## config.mk

```make
export PLATFORM = sky130hd
export DESIGN_NAME = seqdiv
export DESIGN_NICKNAME = d
export VERILOG_FILES = /design/src/rtl/seqdiv.sv
export SDC_FILE = /design/constraint.sdc
export NUM_CORES = 1
export LEC_CHECK = 0
export BUFFER_PORTS_ARGS = -buffer_cell sky130_fd_sc_hd__buf_4
export CAP_MARGIN = 40
export CORE_MARGIN = 1
export CORE_UTILIZATION = 50
export DETAILED_ROUTE_END_ITERATION = 16
export GPL_ROUTABILITY_DRIVEN = 0
export GPL_TIMING_DRIVEN = 0
export PLACE_DENSITY_LB_ADDON = 0.12
export SYNTH_ARGS = -nofsm -noshare
export SYNTH_HDL_FRONTEND = slang
export SYNTH_SLANG_ARGS = --single-unit
```

## constraint.sdc

```tcl
create_clock -name clk -period 1.95 [get_ports clk]
set_input_delay 0.195 -clock clk [delete_from_list [all_inputs] [get_ports clk]]
set_output_delay 0.195 -clock clk [all_outputs]
set_load 0.01 [all_outputs]
```

## src/rtl/seqdiv.sv

```systemverilog
// Restoring sequential divider: one quotient bit per clock using an A/Q/M register pair.
// Optional macro SEQDIV_DIVZERO_EN: divide-by-zero short-circuits the run and raises dz.
module seqdiv #(
    parameter int WIDTH = 4
) (
    input  logic             clk,
    input  logic             reset,
    input  logic             start,
    input  logic [WIDTH-1:0] dividend,
    input  logic [WIDTH-1:0] divisor,
    output logic             busy,
    output logic             done,
    output logic [WIDTH-1:0] quotient,
    output logic [WIDTH-1:0] remainder,
    output logic             dz
);

    localparam int CW = $clog2(WIDTH + 1);

    typedef enum logic [1:0] {IDLE, RUN, DONE} state_t;

    state_t             state_q;
    logic [WIDTH:0]     a_q, a_d;
    logic [WIDTH-1:0]   q_q, q_d, m_q;
    logic [CW-1:0]      cnt_q;
    logic               busy_q, done_q;
    logic [WIDTH-1:0]   quot_q, rem_q;
    logic [WIDTH+1:0]   sh_full;
    logic [WIDTH+1:0]   t;

    // A never exceeds M after an iteration, so its top bit is always zero here.
    always_comb begin
        sh_full = {a_q, q_q[WIDTH-1]};
        t       = sh_full - {2'b00, m_q};
        if (t[WIDTH+1]) begin
            a_d = sh_full[WIDTH:0];
            q_d = {q_q[WIDTH-2:0], 1'b0};
        end else begin
            a_d = t[WIDTH:0];
            q_d = {q_q[WIDTH-2:0], 1'b1};
        end
    end

`ifdef SEQDIV_DIVZERO_EN
    logic dz_q;
    assign dz = dz_q;
`else
    assign dz = 1'b0;
`endif

    always_ff @(posedge clk or negedge reset) begin
        if (!reset) begin
            state_q <= IDLE;
            a_q     <= '0;
            q_q     <= '0;
            m_q     <= '0;
            cnt_q   <= '0;
            busy_q  <= 1'b0;
            done_q  <= 1'b0;
            quot_q  <= '0;
            rem_q   <= '0;
`ifdef SEQDIV_DIVZERO_EN
            dz_q    <= 1'b0;
`endif
        end else begin
            case (state_q)
                IDLE: begin
                    if (start) begin
                        a_q   <= '0;
                        q_q   <= dividend;
                        m_q   <= divisor;
                        cnt_q <= '0;
`ifdef SEQDIV_DIVZERO_EN
                        if (divisor == '0) begin
                            state_q <= DONE;
                            done_q  <= 1'b1;
                            quot_q  <= '1;
                            rem_q   <= dividend;
                            dz_q    <= 1'b1;
                        end else begin
                            state_q <= RUN;
                            busy_q  <= 1'b1;
                        end
`else
                        state_q <= RUN;
                        busy_q  <= 1'b1;
`endif
                    end
                end
                RUN: begin
                    a_q   <= a_d;
                    q_q   <= q_d;
                    cnt_q <= cnt_q + 1'b1;
                    if (cnt_q == CW'(WIDTH - 1)) begin
                        quot_q  <= q_d;
                        rem_q   <= a_d[WIDTH-1:0];
                        state_q <= DONE;
                        busy_q  <= 1'b0;
                        done_q  <= 1'b1;
`ifdef SEQDIV_DIVZERO_EN
                        dz_q    <= 1'b0;
`endif
                    end
                end
                DONE: begin
                    done_q  <= 1'b0;
                    state_q <= IDLE;
                end
                default: state_q <= IDLE;
            endcase
        end
    end

    assign busy      = busy_q;
    assign done      = done_q;
    assign quotient  = quot_q;
    assign remainder = rem_q;

endmodule

```

==> run metrics <==
Seq/Total Area, Yosys=approximately half; CTS H-tree lvls=1; count of placed standard cells in the final layout, fillers left out=~190; Die Y=55.1 µm; switching portion of total power=42.9%; first drt pass iteration count=4; clock tree from TritonCTS=yes; count of synthesis-stage warnings from yosys=0; layout overhead on the synthesized area=18.5%; maximum number of pins on one net before global-route repair=29; RSZ-0062 raised after global routing=yes; cell depth of the worst hold path=3; net count of the mapped netlist=151; fmax=about 0.53 GHz; number of storage elements in the synthesis netlist=28; clock slew at reported path FFs=approximately 140 ps; number of cell instances on the worst register-to-register path=6; mean post-synth cell area=approximately 11 µm²; violation count after the first detailed-routing iteration=16; NumNets Final=between 150 and 200; distinct cell type count after synthesis=36; Seq pwr share=between 30% and 40%; final setup slack of the worst path=around 71 ps; Final setup violation count=0; period utilisation layout=a little over nine tenths; die width=55.1 µm; fraction of layout instances using a drive strength above 1=between 20% and 30%; Boundary Pins=22; P per Cell Area=1930 nW/µm²; starting density of the core=54.9%; Max Buffers Root-to-Sink=2; Fill cells=around 220; worst slack after detailed placement=approximately 6.2 ps; max_cap viols=0; vias in the first global route=between 900 and 1,000; latest clock arrival within the worst-skew pair=about 320 ps; headroom to the max-slew limit=between 50% and 60%; placed cell count=183; sw power=between 1000 and 1500 µW; Final Routed Wirelength=2680 µm; Worst Path Class, Setup=register to register; die footprint=roughly 3000 µm²; launch instance of the worst min-delay path=divisor[3]; Worst Path Arrival=2140 ps; synth top area cells=sky130_fd_sc_hd__dfrtp_1 (50%), sky130_fd_sc_hd__ha_1 (5.3%), sky130_fd_sc_hd__nand2_1 (4.8%), sky130_fd_sc_hd__o22ai_1 (4.0%), sky130_fd_sc_hd__a21oi_1 (2.5%); fin crit period=between 1500 and 2000 ps; worst hold margin=60.4 ps; number of clock sinks seen by CTS=28; post-route setup TNS=0 ps; final count of hold timing violations=0; detailed-route via count=1,077; Core ar.=approximately 2600 µm²; Sequential Area=about 700 µm²; CTS Buf Count=3; Slowest-stage cell, CP=sky130_fd_sc_hd__dfrtp_1; CTS root buffer=sky130_fd_sc_hd__clkbuf_4; Antenna diodes=0; leading area contributor after synthesis=sky130_fd_sc_hd__dfrtp_1; Cell Rows=18; antenna violations before repair=0; post-DP HPWL=2010 µm; global route total overflow=0; Req. time, crit path=2210 ps; run status=complete, no violations; worst r2r src=a_q[1]; Internal Pwr Total=around 1800 µW; worst path cell trace=ha_1, o21ai_2, a21oi_4, o211ai_4, mux2_4, o21ai_2; critical path buffer and inverter count=0; quantity of I/O buffers inserted on ports=20; combined area of the multi-input logic cells=669 µm²; critical path startpoint category=register; Pins Over Slew Limit=0; family with the most delay on the worst path=compound AO/OA/AOI/OAI gates; clock tree skew after final layout=6.70 ps; CP most frequent cell=sky130_fd_sc_hd__o21ai_2; Power Total=about 3200 µW; Synth top area share=between 40% and 50%; Worst Hold Class=input port to register; end point of the most critical hold path=m_q[3]; kind of capture point of the worst setup path=register; VDD IR max=0.00114 V; crit-path max FO=5; endpoint of the lowest-slack register-to-register path=a_q[0]; longest individual stage delay on the worst path=around 430 ps; # DRC=0; antenna violation net count after detailed routing=0; combined area of all synthesized cells=~1400 µm²; global-route wire length before repair=about 4100 µm; Post-Synthesis Cells=around 130; Comb power frac=between 60% and 70%; detailed-route vias per instance=around 5.6; slew at the pin closest to its max-slew limit=approximately 630 ps; Wirelength per Cell=14.1 µm; minimum setup slack among reg-to-reg paths=about 71 ps; clock network fraction of design power=around 7.1%; GRT Total Usage=19.9%; reported leakage power=0.000759 µW
## timing repair
item                                    in CTS  in global routing
hold endpoints to repair                    28                  0
gates resized for setup                      1                  4
pin swaps                                    1                  1
hold buffers                                 1                  0
setup buffers                                2                  2
endpoints found under the setup margin       3                  7
## sequential cells by signal (all words and copies together), names as in the netlist
name,cells
cnt_q,3
q_q,4
remainder,4
busy,1
done,1
state_q,2
m_q,4
quotient,4
a_q,5
## synthesized netlist by cell type
library cell	n
sky130_fd_sc_hd__a22o_1	1
sky130_fd_sc_hd__nor2b_1	2
sky130_fd_sc_hd__mux2_1	3
sky130_fd_sc_hd__a21oi_4	1
sky130_fd_sc_hd__a31oi_2	1
sky130_fd_sc_hd__o21ai_2	3
sky130_fd_sc_hd__mux2_4	1
sky130_fd_sc_hd__o21ai_0	5
sky130_fd_sc_hd__nand2_1	18
sky130_fd_sc_hd__mux2i_1	3
sky130_fd_sc_hd__xor2_1	2
sky130_fd_sc_hd__fa_1	1
sky130_fd_sc_hd__o22a_1	1
sky130_fd_sc_hd__nor2_1	7
sky130_fd_sc_hd__ha_1	6
sky130_fd_sc_hd__o31ai_1	2
sky130_fd_sc_hd__a21oi_1	7
sky130_fd_sc_hd__o21a_1	2
sky130_fd_sc_hd__or3_4	1
sky130_fd_sc_hd__o22ai_1	9
sky130_fd_sc_hd__nand2b_1	1
sky130_fd_sc_hd__clkinv_1	1
sky130_fd_sc_hd__a21o_1	2
sky130_fd_sc_hd__o21ai_1	7
sky130_fd_sc_hd__inv_2	1
sky130_fd_sc_hd__nor4_1	1
sky130_fd_sc_hd__o2bb2ai_1	1
sky130_fd_sc_hd__dfrtp_1	28
sky130_fd_sc_hd__inv_1	7
sky130_fd_sc_hd__o2111ai_1	1
sky130_fd_sc_hd__buf_4	1
sky130_fd_sc_hd__o211ai_4	1
sky130_fd_sc_hd__o2111ai_2	1
sky130_fd_sc_hd__clkbuf_1	2
sky130_fd_sc_hd__mux2_2	1
sky130_fd_sc_hd__conb_1	1
## metal layers
metal / vias up / global-route usage, % / part of all wire [%]
met5: - / 0 / 0
met4: 0 / 8.75 / 1.3
met3: 4 / 3.28 / 3.1
met2: 26 / 34.7 / 51
met1: 510 / 24.0 / 44
li1: 537 / - / -
## power by group through the flow
stage          logic, µW  clock network (µW)  registers, µW
2_1_floorplan       1330                   0           1060
3_3_place_gp        1750                   0           1060
3_5_place_dp        1810                   0           1070
4_1_cts             1880                 238           1050
5_1_grt             2140                 253           1080
6_report            1940                 229           1050
## worst max path at each step
stage | end | cells past startpoint | slack (ps) | startpoint
floorplan | a_q[4] | 9 | 160 | q_q[3]
global placement | a_q[4] | 9 | 30 | q_q[3]
detailed placement | a_q[4] | 9 | 6 | q_q[3]
CTS | a_q[0] | 5 | 7 | a_q[2]
global route | a_q[4] | 9 | -20 | q_q[3]
finish | a_q[0] | 6 | 70 | a_q[1]
## stage by stage
step           util (%)  instance area, µm²
3_5_place_dp       62.2                1600
3_3_place_gp       62.2                1600
6_report           65.0                1670
5_1_grt            65.0                1670
2_1_floorplan         -                1410
4_1_cts            64.1                1650
## cell families (layout without fill, tap and decap cells)
family | after synthesis | count (layout) | share of synthesized area [%]
AO/OA/AOI/OAI | 45 | 45 | 22.9
AND/OR/NAND/NOR | 30 | 30 | 9.24
flip-flops | 28 | 28 | 49.7
buffers and inverters | 12 | 40 | 3.46
multiplexers | 8 | 8 | 6.39
adder cells (fa/ha/maj) | 7 | 7 | 6.75
XOR/XNOR | 2 | 2 | 1.24
other | 1 | 1 | 0.266
## worst register-to-register path, cell delays in order, from the launching register on
cell	delay, ps
sky130_fd_sc_hd__dfrtp_1	430
sky130_fd_sc_hd__ha_1	390
sky130_fd_sc_hd__o21ai_2	220
sky130_fd_sc_hd__a21oi_4	60
sky130_fd_sc_hd__o211ai_4	270
sky130_fd_sc_hd__mux2_4	350
sky130_fd_sc_hd__o21ai_2	110
## cell type report
cell class	instances	share of cell area [%]
Inverter	9	2.02
Timing Repair Buffer	25	11.4
Tap cell	30	2.25
Buffer	3	0.900
Multi-Input combinational cell	93	40.1
Sequential cell	28	42.0
Clock buffer	3	1.35
## placed cells by master, fill, tap and decap left out, types with 3 or more instances in the layout
cell                        n
sky130_fd_sc_hd__dfrtp_1   28
sky130_fd_sc_hd__buf_4     25
sky130_fd_sc_hd__nand2_1   18
sky130_fd_sc_hd__o22ai_1    9
sky130_fd_sc_hd__o21ai_1    7
sky130_fd_sc_hd__a21oi_1    7
sky130_fd_sc_hd__inv_1      6
sky130_fd_sc_hd__nor2_1     6
sky130_fd_sc_hd__o21ai_0    5
sky130_fd_sc_hd__ha_1       4
sky130_fd_sc_hd__mux2_1     3
sky130_fd_sc_hd__o21ai_2    3
sky130_fd_sc_hd__mux2i_1    3
sky130_fd_sc_hd__clkbuf_4   3
No activity file was read; power rests on OpenSTA's default activity.
